File: src/rtl/axi4lite_client_arbiter_pkg.sv
// Shared constants and types for the AXI4-Lite client arbiter.
package axi4lite_client_arbiter_pkg;

  localparam logic [1:0] RESP_OKAY   = 2'b00;
  localparam logic [1:0] RESP_EXOKAY = 2'b01;
  localparam logic [1:0] RESP_SLVERR = 2'b10;
  localparam logic [1:0] RESP_DECERR = 2'b11;

  typedef enum logic [2:0] {
    IDLE,
    WRITE,
    BRESP,
    READ,
    RDATA_WAIT
  } state_e;

  // Width of a client index; a single client still needs one bit.
  function automatic int unsigned idx_width(input int unsigned n);
    return (n > 1) ? $clog2(n) : 1;
  endfunction

endpackage

File: src/rtl/axi4lite_client_arbiter_if.sv
// AXI4-Lite bus between the arbiter (master) and the shared slave.
interface axi4lite_client_arbiter_if #(
  parameter int unsigned addr_width = 5,
  parameter int unsigned data_width = 32
);
  localparam int unsigned strb_width = data_width / 8;

  logic                  AWVALID;
  logic                  AWREADY;
  logic [addr_width-1:0] AWADDR;
  logic [2:0]            AWPROT;
  logic                  WVALID;
  logic                  WREADY;
  logic [data_width-1:0] WDATA_M;
  logic [strb_width-1:0] WSTRB;
  logic                  BVALID;
  logic                  BREADY;
  logic [1:0]            BRESP;
  logic                  ARVALID;
  logic                  ARREADY;
  logic [addr_width-1:0] ARADDR;
  logic [2:0]            ARPROT;
  logic                  RVALID;
  logic                  RREADY;
  logic [data_width-1:0] RDATA_M;
  logic [1:0]            RRESP;

  modport master (
    output AWVALID, AWADDR, AWPROT, WVALID, WDATA_M, WSTRB, BREADY,
    output ARVALID, ARADDR, ARPROT, RREADY,
    input  AWREADY, WREADY, BVALID, BRESP, ARREADY, RVALID, RDATA_M, RRESP
  );

  modport slave (
    input  AWVALID, AWADDR, AWPROT, WVALID, WDATA_M, WSTRB, BREADY,
    input  ARVALID, ARADDR, ARPROT, RREADY,
    output AWREADY, WREADY, BVALID, BRESP, ARREADY, RVALID, RDATA_M, RRESP
  );

endinterface

File: src/rtl/axi4lite_client_arbiter_rr_arbiter.sv
// Combinational round-robin pick: first request above last_i, wrapping around.
module rr_arbiter
  import axi4lite_client_arbiter_pkg::*;
#(
  parameter  int unsigned NUM_CLIENTS = 2,
  localparam int unsigned IDX_W       = idx_width(NUM_CLIENTS)
) (
  input  logic [NUM_CLIENTS-1:0] req_i,
  input  logic [IDX_W-1:0]       last_i,
  output logic [NUM_CLIENTS-1:0] gnt_o,
  output logic [IDX_W-1:0]       idx_o,
  output logic                   valid_o
);

  logic [IDX_W-1:0] cand;

  always_comb begin
    gnt_o   = '0;
    idx_o   = '0;
    valid_o = 1'b0;
    cand    = '0;
    for (int unsigned k = 1; k <= NUM_CLIENTS; k++) begin
      cand = IDX_W'((32'(last_i) + k) % NUM_CLIENTS);
      if (!valid_o && req_i[cand]) begin
        valid_o     = 1'b1;
        gnt_o[cand] = 1'b1;
        idx_o       = cand;
      end
    end
  end

endmodule

File: src/rtl/axi4lite_client_arbiter.sv
// Shares one AXI4-Lite slave among NUM_CLIENTS req/ack clients, one
// transaction at a time, granted round-robin.
module axi4lite_client_arbiter
  import axi4lite_client_arbiter_pkg::*;
#(
  parameter int unsigned NUM_CLIENTS = 2,
  parameter int unsigned data_width  = 32,
  parameter int unsigned addr_width  = 5
) (
  input  logic                              ACLK,
  input  logic                              ARESET,
  input  logic [NUM_CLIENTS-1:0]            REQ,
  input  logic [NUM_CLIENTS-1:0]            WE,
  input  logic [NUM_CLIENTS*addr_width-1:0] ADDR,
  input  logic [NUM_CLIENTS*data_width-1:0] WDATA,
  output logic [NUM_CLIENTS-1:0]            ACK,
  output logic [data_width-1:0]             RDATA,
  output logic                              ERR,
  axi4lite_client_arbiter_if.master         axi
);

  localparam int unsigned strb_width = data_width / 8;
  localparam int unsigned IDX_W      = idx_width(NUM_CLIENTS);

  state_e                  state_q, state_d;
  logic [IDX_W-1:0]        last_grant_q, last_grant_d;
  logic [NUM_CLIENTS-1:0]  grant_oh_q, grant_oh_d;
  logic [addr_width-1:0]   addr_q, addr_d;
  logic [data_width-1:0]   wdata_q, wdata_d;
  logic                    awvalid_q, awvalid_d;
  logic                    wvalid_q, wvalid_d;
  logic                    bready_q, bready_d;
  logic                    arvalid_q, arvalid_d;
  logic                    rready_q, rready_d;
  logic [NUM_CLIENTS-1:0]  ack_q, ack_d;
  logic                    err_q, err_d;
  logic [data_width-1:0]   rdata_q, rdata_d;

  logic [NUM_CLIENTS-1:0]  arb_gnt;
  logic [IDX_W-1:0]        arb_idx;
  logic                    arb_valid;
  logic                    aw_done, w_done;

  rr_arbiter #(
    .NUM_CLIENTS (NUM_CLIENTS)
  ) u_rr_arbiter (
    .req_i   (REQ),
    .last_i  (last_grant_q),
    .gnt_o   (arb_gnt),
    .idx_o   (arb_idx),
    .valid_o (arb_valid)
  );

  always_ff @(posedge ACLK) begin
    if (ARESET) begin
      state_q      <= IDLE;
      last_grant_q <= IDX_W'(NUM_CLIENTS - 1);
      grant_oh_q   <= '0;
      addr_q       <= '0;
      wdata_q      <= '0;
      awvalid_q    <= 1'b0;
      wvalid_q     <= 1'b0;
      bready_q     <= 1'b0;
      arvalid_q    <= 1'b0;
      rready_q     <= 1'b0;
      ack_q        <= '0;
      err_q        <= 1'b0;
      rdata_q      <= '0;
    end else begin
      state_q      <= state_d;
      last_grant_q <= last_grant_d;
      grant_oh_q   <= grant_oh_d;
      addr_q       <= addr_d;
      wdata_q      <= wdata_d;
      awvalid_q    <= awvalid_d;
      wvalid_q     <= wvalid_d;
      bready_q     <= bready_d;
      arvalid_q    <= arvalid_d;
      rready_q     <= rready_d;
      ack_q        <= ack_d;
      err_q        <= err_d;
      rdata_q      <= rdata_d;
    end
  end

  always_comb begin
    state_d      = state_q;
    last_grant_d = last_grant_q;
    grant_oh_d   = grant_oh_q;
    addr_d       = addr_q;
    wdata_d      = wdata_q;
    awvalid_d    = awvalid_q;
    wvalid_d     = wvalid_q;
    bready_d     = bready_q;
    arvalid_d    = arvalid_q;
    rready_d     = rready_q;
    ack_d        = '0;
    err_d        = err_q;
    rdata_d      = rdata_q;
    aw_done      = 1'b0;
    w_done       = 1'b0;

    unique case (state_q)
      // Skip the ACK cycle: the acknowledged client still shows REQ then.
      IDLE: begin
        if (arb_valid && (ack_q == '0)) begin
          last_grant_d = arb_idx;
          grant_oh_d   = arb_gnt;
          addr_d       = ADDR[32'(arb_idx)*addr_width +: addr_width];
          wdata_d      = WDATA[32'(arb_idx)*data_width +: data_width];
          if (WE[arb_idx]) begin
            state_d   = WRITE;
            awvalid_d = 1'b1;
            wvalid_d  = 1'b1;
          end else begin
            state_d   = READ;
            arvalid_d = 1'b1;
          end
        end
      end

      // AW and W channels complete independently, in either order.
      WRITE: begin
        aw_done = !awvalid_q || axi.AWREADY;
        w_done  = !wvalid_q || axi.WREADY;
        if (awvalid_q && axi.AWREADY) awvalid_d = 1'b0;
        if (wvalid_q && axi.WREADY)   wvalid_d  = 1'b0;
        if (aw_done && w_done) begin
          state_d  = BRESP;
          bready_d = 1'b1;
        end
      end

      BRESP: begin
        if (axi.BVALID) begin
          state_d  = IDLE;
          bready_d = 1'b0;
          ack_d    = grant_oh_q;
          err_d    = (axi.BRESP != RESP_OKAY);
        end
      end

      READ: begin
        if (axi.ARREADY) begin
          state_d   = RDATA_WAIT;
          arvalid_d = 1'b0;
          rready_d  = 1'b1;
        end
      end

      RDATA_WAIT: begin
        if (axi.RVALID) begin
          state_d  = IDLE;
          rready_d = 1'b0;
          ack_d    = grant_oh_q;
          err_d    = (axi.RRESP != RESP_OKAY);
          rdata_d  = axi.RDATA_M;
        end
      end

      default: state_d = IDLE;
    endcase
  end

  assign axi.AWVALID = awvalid_q;
  assign axi.AWADDR  = addr_q;
  assign axi.AWPROT  = 3'b000;
  assign axi.WVALID  = wvalid_q;
  assign axi.WDATA_M = wdata_q;
  assign axi.WSTRB   = {strb_width{1'b1}};
  assign axi.BREADY  = bready_q;
  assign axi.ARVALID = arvalid_q;
  assign axi.ARADDR  = addr_q;
  assign axi.ARPROT  = 3'b000;
  assign axi.RREADY  = rready_q;

  assign ACK   = ack_q;
  assign ERR   = err_q;
  assign RDATA = rdata_q;

endmodule

File: src/flat_wrapper.sv
// flat-port wrapper written by rule: the top's interface ports become plain ports
module axi4lite_client_arbiter_flat import axi4lite_client_arbiter_pkg::*;
#(
  parameter int unsigned NUM_CLIENTS = 2,
  parameter int unsigned data_width  = 32,
  parameter int unsigned addr_width  = 5
)
  (ACLK, ARESET, REQ, WE, ADDR, WDATA, ACK, RDATA, ERR, axi_AWVALID, axi_AWADDR, axi_AWPROT, axi_WVALID, axi_WDATA_M, axi_WSTRB, axi_BREADY, axi_ARVALID, axi_ARADDR, axi_ARPROT, axi_RREADY, axi_AWREADY, axi_WREADY, axi_BVALID, axi_BRESP, axi_ARREADY, axi_RVALID, axi_RDATA_M, axi_RRESP);
  axi4lite_client_arbiter_if #(.addr_width(addr_width), .data_width(data_width)) axi_i ();
  input  logic ACLK;
  input  logic ARESET;
  input  logic [NUM_CLIENTS-1:0] REQ;
  input  logic [NUM_CLIENTS-1:0] WE;
  input  logic [NUM_CLIENTS*addr_width-1:0] ADDR;
  input  logic [NUM_CLIENTS*data_width-1:0] WDATA;
  output logic [NUM_CLIENTS-1:0] ACK;
  output logic [data_width-1:0] RDATA;
  output logic ERR;
  output wire logic [$bits(axi_i.AWVALID)-1:0] axi_AWVALID;
  output wire logic [$bits(axi_i.AWADDR)-1:0] axi_AWADDR;
  output wire logic [$bits(axi_i.AWPROT)-1:0] axi_AWPROT;
  output wire logic [$bits(axi_i.WVALID)-1:0] axi_WVALID;
  output wire logic [$bits(axi_i.WDATA_M)-1:0] axi_WDATA_M;
  output wire logic [$bits(axi_i.WSTRB)-1:0] axi_WSTRB;
  output wire logic [$bits(axi_i.BREADY)-1:0] axi_BREADY;
  output wire logic [$bits(axi_i.ARVALID)-1:0] axi_ARVALID;
  output wire logic [$bits(axi_i.ARADDR)-1:0] axi_ARADDR;
  output wire logic [$bits(axi_i.ARPROT)-1:0] axi_ARPROT;
  output wire logic [$bits(axi_i.RREADY)-1:0] axi_RREADY;
  input wire logic [$bits(axi_i.AWREADY)-1:0] axi_AWREADY;
  input wire logic [$bits(axi_i.WREADY)-1:0] axi_WREADY;
  input wire logic [$bits(axi_i.BVALID)-1:0] axi_BVALID;
  input wire logic [$bits(axi_i.BRESP)-1:0] axi_BRESP;
  input wire logic [$bits(axi_i.ARREADY)-1:0] axi_ARREADY;
  input wire logic [$bits(axi_i.RVALID)-1:0] axi_RVALID;
  input wire logic [$bits(axi_i.RDATA_M)-1:0] axi_RDATA_M;
  input wire logic [$bits(axi_i.RRESP)-1:0] axi_RRESP;
  assign axi_AWVALID = axi_i.AWVALID;
  assign axi_AWADDR = axi_i.AWADDR;
  assign axi_AWPROT = axi_i.AWPROT;
  assign axi_WVALID = axi_i.WVALID;
  assign axi_WDATA_M = axi_i.WDATA_M;
  assign axi_WSTRB = axi_i.WSTRB;
  assign axi_BREADY = axi_i.BREADY;
  assign axi_ARVALID = axi_i.ARVALID;
  assign axi_ARADDR = axi_i.ARADDR;
  assign axi_ARPROT = axi_i.ARPROT;
  assign axi_RREADY = axi_i.RREADY;
  assign axi_i.AWREADY = axi_AWREADY;
  assign axi_i.WREADY = axi_WREADY;
  assign axi_i.BVALID = axi_BVALID;
  assign axi_i.BRESP = axi_BRESP;
  assign axi_i.ARREADY = axi_ARREADY;
  assign axi_i.RVALID = axi_RVALID;
  assign axi_i.RDATA_M = axi_RDATA_M;
  assign axi_i.RRESP = axi_RRESP;
  axi4lite_client_arbiter #(.NUM_CLIENTS(NUM_CLIENTS), .data_width(data_width), .addr_width(addr_width)) u_core (.ACLK(ACLK), .ARESET(ARESET), .REQ(REQ), .WE(WE), .ADDR(ADDR), .WDATA(WDATA), .ACK(ACK), .RDATA(RDATA), .ERR(ERR), .axi(axi_i));
endmodule
File: config.mk
export PLATFORM = sky130hd
export DESIGN_NAME = axi4lite_client_arbiter_flat
export DESIGN_NICKNAME = d
export VERILOG_FILES = /design/src/rtl/axi4lite_client_arbiter_pkg.sv /design/src/rtl/axi4lite_client_arbiter_if.sv /design/src/rtl/axi4lite_client_arbiter_rr_arbiter.sv /design/src/rtl/axi4lite_client_arbiter.sv /design/src/flat_wrapper.sv
export SDC_FILE = /design/constraint.sdc
export NUM_CORES = 1
export LEC_CHECK = 0
export BUFFER_PORTS_ARGS = -buffer_cell sky130_fd_sc_hd__buf_2
export CAP_MARGIN = 10
export CORE_UTILIZATION = 47
export DETAILED_ROUTE_END_ITERATION = 12
export PLACE_DENSITY = 0.95
export SYNTH_ARGS = -nofsm -noshare
export SYNTH_HDL_FRONTEND = slang
export SYNTH_SLANG_ARGS = --single-unit
File: constraint.sdc
create_clock -name ACLK -period 2.35 [get_ports ACLK]
set_clock_uncertainty 0.05 [all_clocks]
set_input_delay 0.47 -clock ACLK [delete_from_list [all_inputs] [get_ports ACLK]]
set_output_delay 0.47 -clock ACLK [all_outputs]
set_load 0.05 [all_outputs]
* Word level (Yosys, flattened, before mapping)
Index checks and enable logic that the tools add are counted.
** Word-level totals
- Bits in registers :: 83
- Bits in latches :: 0
- Bits in writable memories :: 0
- Memory bits (read-only) :: 0
- Bits of input ports :: 121
- Output and inout port bits :: 92
- Word-level logic and storage cells :: 112
- Memories :: 0
** Cells by class
- Add/subtract/negate cells :: 2
- Multipliers :: 1
- Divide/modulo/power cells :: 0
- $lt $le $gt $ge :: 5
- Equal/unequal tests :: 13
- Shift operators :: 2
- Muxes and demuxes :: 45
- Bitwise gates (word level) :: 1
- Reduce and logical (&&, ||, !) cells :: 30
** Operators by type and width (number)
- variable part select 64 x 7 -> 32 bit :: 1
- 2-to-1 mux 1 bit :: 25
- 2-to-1 mux 3 bit :: 5
- case mux 3 bit (5 select lines) :: 1
- nonzero test 2 bit :: 7
- case mux 1 bit (2 select lines) :: 6
- AND reduction 4 bit :: 3
- 2-to-1 mux 2 bit :: 5
- inequality test 2 x 1 -> 1 bit, second input constant :: 5
- variable part select 10 x 5 -> 5 bit :: 1
- AND reduction 3 bit :: 3
- inequality test 2 bit, second input constant :: 4
- logical AND 1 bit :: 7
- == test 3 x 2 -> 1 bit, second input constant :: 2
- less-than comparator 1 x 2 -> 1 bit, second input constant :: 3
- AND reduction 5 bit :: 1
- multiplier 1 x 3 -> 4 bit, second input constant :: 1
- case mux 2 bit (2 select lines) :: 1
- AND reduction 2 bit :: 2
- == test 3 x 1 -> 1 bit, second input constant :: 1
- == test 3 bit, second input constant :: 1
- zero test 1 bit :: 3
- zero test 3 bit :: 1
- adder 1 bit, second input constant :: 2
- other kinds (5) :: 8

* Depth between registers and ports, before layout
- Depth after elaboration :: 12
- Mapped depth :: 7
- Mapped depth without buffers :: 4

* By module
Synthesis repeated with hierarchy kept, for this count alone.
** Second synthesis, totals
- Cells, all modules :: 413
- Area, all modules :: 3712.3 um^2
** Modules (own cells, without submodules)
- axi4lite_client_arbiter :: times used 1, cells each 408, area each 3679.8 um^2, seq. area each 1661.6 um^2
- rr_arbiter :: times used 1, cells each 5, area each 32.5 um^2, seq. area each 0.0 um^2

* Least setup slack after synthesis
Ideal clock, no wire load.
- Path type :: register -> register
- Start point :: register u_core.ack_q[1] (netlist: u_core.ACK[1])
- End point :: register u_core.state_q[0]
- Setup time :: 70 ps
- Arrival time :: 1521 ps
- Required time :: 2230 ps
- Setup slack :: 708 ps
- Cell stages (with the launch flop) :: 4
- Buffers on the path :: 0
- Clock period less this slack :: 1642 ps
- Path through :: dfxtp_1 > o311a_1 > or4b_1 > a21oi_1
** On the way
- Word-level cells in the longest chain between the ends :: 4
** Ends and longest elaborated chain
- start, declared :: line axi4lite_client_arbiter.sv:35 : logic [NUM_CLIENTS-1:0] ack_q, ack_d;
- start signal, assigned :: line axi4lite_client_arbiter.sv:80 : ack_q <= ack_d;
- zero test 2 bit :: line axi4lite_client_arbiter.sv:106 : if (arb_valid && (ack_q == '0)) begin
- logical AND 1 bit :: line axi4lite_client_arbiter.sv:106
- inequality test 2 x 1 -> 1 bit (no source line)
- AND reduction 5 bit (no source line)
- end signal, assigned :: line axi4lite_client_arbiter.sv:70 : state_q <= state_d;
- end, declared :: line axi4lite_client_arbiter.sv:25 : state_e state_q, state_d;
Every way passes these cells.
A chain may end at the register's enable or synchronous reset.

* Worst setup path in the final report
- Start point :: register u_core.state_q[2]
- End point :: register u_core.rdata_q[21] (netlist: u_core.RDATA[21])
** On the way
- Word-level cells in the longest chain between the ends :: 2
** Ends and longest elaborated chain
- == test 3 bit :: line axi4lite_client_arbiter.sv:103 : unique case (state_q)
- AND reduction 2 bit (no source line)
- end signal, assigned :: line axi4lite_client_arbiter.sv:82 : rdata_q <= rdata_d;
- end, declared :: line axi4lite_client_arbiter.sv:37 : logic [data_width-1:0] rdata_q, rdata_d;
Every way passes these cells.

==> impl_metrics.yaml <==
outcome:
  status: "finished, final reports clean"
critical_path:
  cpPeakStageDelay_ns: 0.48
  crit_chain: "nor3b_2, and2_1, buf_4, nand2_1, a21oi_1"
  path_buf_inv: 1
  crit_family: "simple AND/OR/NAND/NOR gates"
  required_ns: 2.57
  start_kind: "register"
  cp_max_fo: 22
  worstSetupPathType: "register to register"
  end_kind: "register"
  arrival_ns: 2.09
  slowest_stage: "dfxtp_1"
die:
  die_height_um: 88.7
  rows: 31
  initial_core_util_pct: 48.7
  ioPinCount: 213
  core-area_sq_um: 7250
  die_x_um: 88.7
  dieArea_sq_um: 7870
power_and_ir_drop:
  leakage_nw: 2.23
  sequentialPowerShare_pct: 35.5
  p_int_mw: 2.89
  swShare_pct: 45.0
  comb_power_share_pct: 43.9
  power_switching_mw: 2.36
  peakVddDrop_mv: 0.622
  clockPowerShare_pct: 20.5
  pwr_density_cell_nw_per_um2: 1120
clock_network:
  cts_tree: "built"
  clock_path_buffers: 2
  htree_levels: 3
  post_cts_resized: 0
  cts_setup_buffers: 0
  clk_latency_ns: 0.34
  cts_buffers: 9
  cts_sinks: 83
  cts.reportedPaths.clkPinSlew_ns: 0.08
  root_buffer: "clkbuf_8"
  cts_hold_buf: 0
flow_run:
  maxCapViolCount: 0
drt:
  viasPerCell: 5.04
  drt_wl_total_um: 9370
  remaining_drc_errors: 0
  dr.pass1.iters: 4
  post_drt_wl_per_cell_um: 13.8
  vias: 3433
  dr.first_iter.drc_count: 153
  ant_nets: 0
timing:
  drv_slew: 0
  tns_ns: 0
  finalSetupViolations: 0
  fin_crit_sh_pct: 79.5
  rsz0062_at_grt: "no"
  fmax_mhz: 535
  hold_viol: 0
  post-route-min-period_ns: 1.87
synth:
  synth_seq_cells: 83
  avgSynthCellArea_sq_um: 8.90
  ys_warn_count: 0
  synth_cells: 397
  async_reset_ff_share_pct: 0
  yosysUniqueCellTypes: 34
  synthFlopType: "dfxtp_1"
  yosysSeqAreaShare_pct: 47.0
  synth_edf_count: 0
  syn_area_sq_um: 3530
hold_path:
  hold_class: "primary input to register"
global_route:
  grt_usage_pct: 22.5
  gr-total-overflow: 0
  antenna_found_initial: 0
  grt_max_degree: 82
  grt_pass1_wl_um: 13600
  first_global_vias: 3136
layout:
  nNetsFinal: 700
  diodes: 0
  drive_gt1_share_pct: 39.5
  final_area_sq_um: 4690
  syn2layout_area_growth_pct: 32.6
place:
  place_hpwl_um: 6950
  placed_cell_area_sq_um: 4480
  io_buffers: 202
  gp_congestion: 0.846
cells in the final DEF, fill, tap and decap left out, drive strengths merged, types with 2 or more instances in the layout:
cell / synthesis / layout
conb: 2 / 10
clkbuf: 12 / 9
buf: 33 / 208
a21oi: 41 / 41
a211oi: 37 / 37
nand3b: 3 / 3
nor3: 3 / 3
nand2b: 4 / 4
nor2: 43 / 43
mux2i: 38 / 38
o21ai: 3 / 3
dfxtp: 83 / 83
o311ai: 2 / 2
nand2: 69 / 69
bufinv: 0 / 2
inv: 5 / 5
clkinvlp: 0 / 2
and3: 3 / 3
or4b: 2 / 2
nand3: 2 / 2
tightest hold or removal path, delay by kind of cell:
kind                   cells  cell delay (ns)
buffers and inverters      1             0.09
AO/OA/AOI/OAI              1             0.05
AND/OR/NAND/NOR            1             0.04
cell families after synthesis:
logic type / synth area share, %
other: 0.213
buffers and inverters: 8.82
and+or+nand+nor: 16.6
DFF: 47.0
muxes: 10.8
AOI/OAI and AO/OA: 16.6
registers in the layout, summed over array words and instances (netlist names), 2 cells and up:
register            cells
u_core.axi.WDATA_M     32
u_core.ACK              2
u_core.state_q          3
u_core.RDATA           32
u_core.axi.ARADDR       5
u_core.grant_oh_q       2
path summary, 6_finish.rpt:
check                    start                to  slack [ns]  cells past startpoint
max          u_core.state_q[2]  u_core.RDATA[21]        0.48                      5
min             axi_RDATA_M[1]   u_core.RDATA[1]        0.31                      3
max reg2reg  u_core.state_q[2]  u_core.RDATA[21]        0.48                      5
min reg2reg   u_core.RDATA[19]  u_core.RDATA[19]        0.40                      2
per-stage QoR:
stage                     hold slack [ns]  cells  power (mW)  setup WS (ns)  util [%]
after global placement              0.389    667        4.11          0.624      61.8
after CTS                           0.298    681        5.27          0.493      64.6
after floorplan                     0.391    405        3.77          0.708         -
final                               0.307    681        5.25          0.482      64.6
after global routing                0.301    681        5.51          0.330      64.6
after detailed placement            0.395    667        4.20          0.514      61.8
cell usage after synthesis (all sizes together), types with 3 or more instances:
cell    instances  area (sq um)
clkbuf         12          45.0
buf            33           248
nor2           43           166
inv             5          18.8
mux2i          38           380
nor3            3          15.0
a21oi          41           205
nand3b          3          22.5
nand2          69           259
and3            3          18.8
nand2b          4          25.0
o21ai           3          15.0
a211oi         37           288
dfxtp          83          1660
power groups by stage:
stage / sequential, mW / combinational [mW] / clock (mW)
2_1_floorplan: 2.73 / 1.03 / 0
3_3_place_gp: 1.87 / 2.24 / 0
3_5_place_dp: 1.89 / 2.31 / 0
4_1_cts: 1.86 / 2.31 / 1.09
5_1_grt: 1.90 / 2.44 / 1.16
6_report: 1.86 / 2.31 / 1.08
metal layers:
metal  track usage, %  wire, um
met2             44.3      4960
met1             22.9      3650
met3             4.66       642
met5                0         0
met4             8.80       113
layout make-up:
cell class / instances / area (sq um)
Clock buffer: 9 / 124
Clock inverter: 5 / 80.1
Fill cell: 627 / 2570
Inverter: 5 / 18.8
Multi-Input combinational cell: 272 / 1600
Sequential cell: 83 / 1660
Tap cell: 99 / 124
Timing Repair Buffer: 208 / 1080
Note: power is estimated with default switching activity, not from simulation.
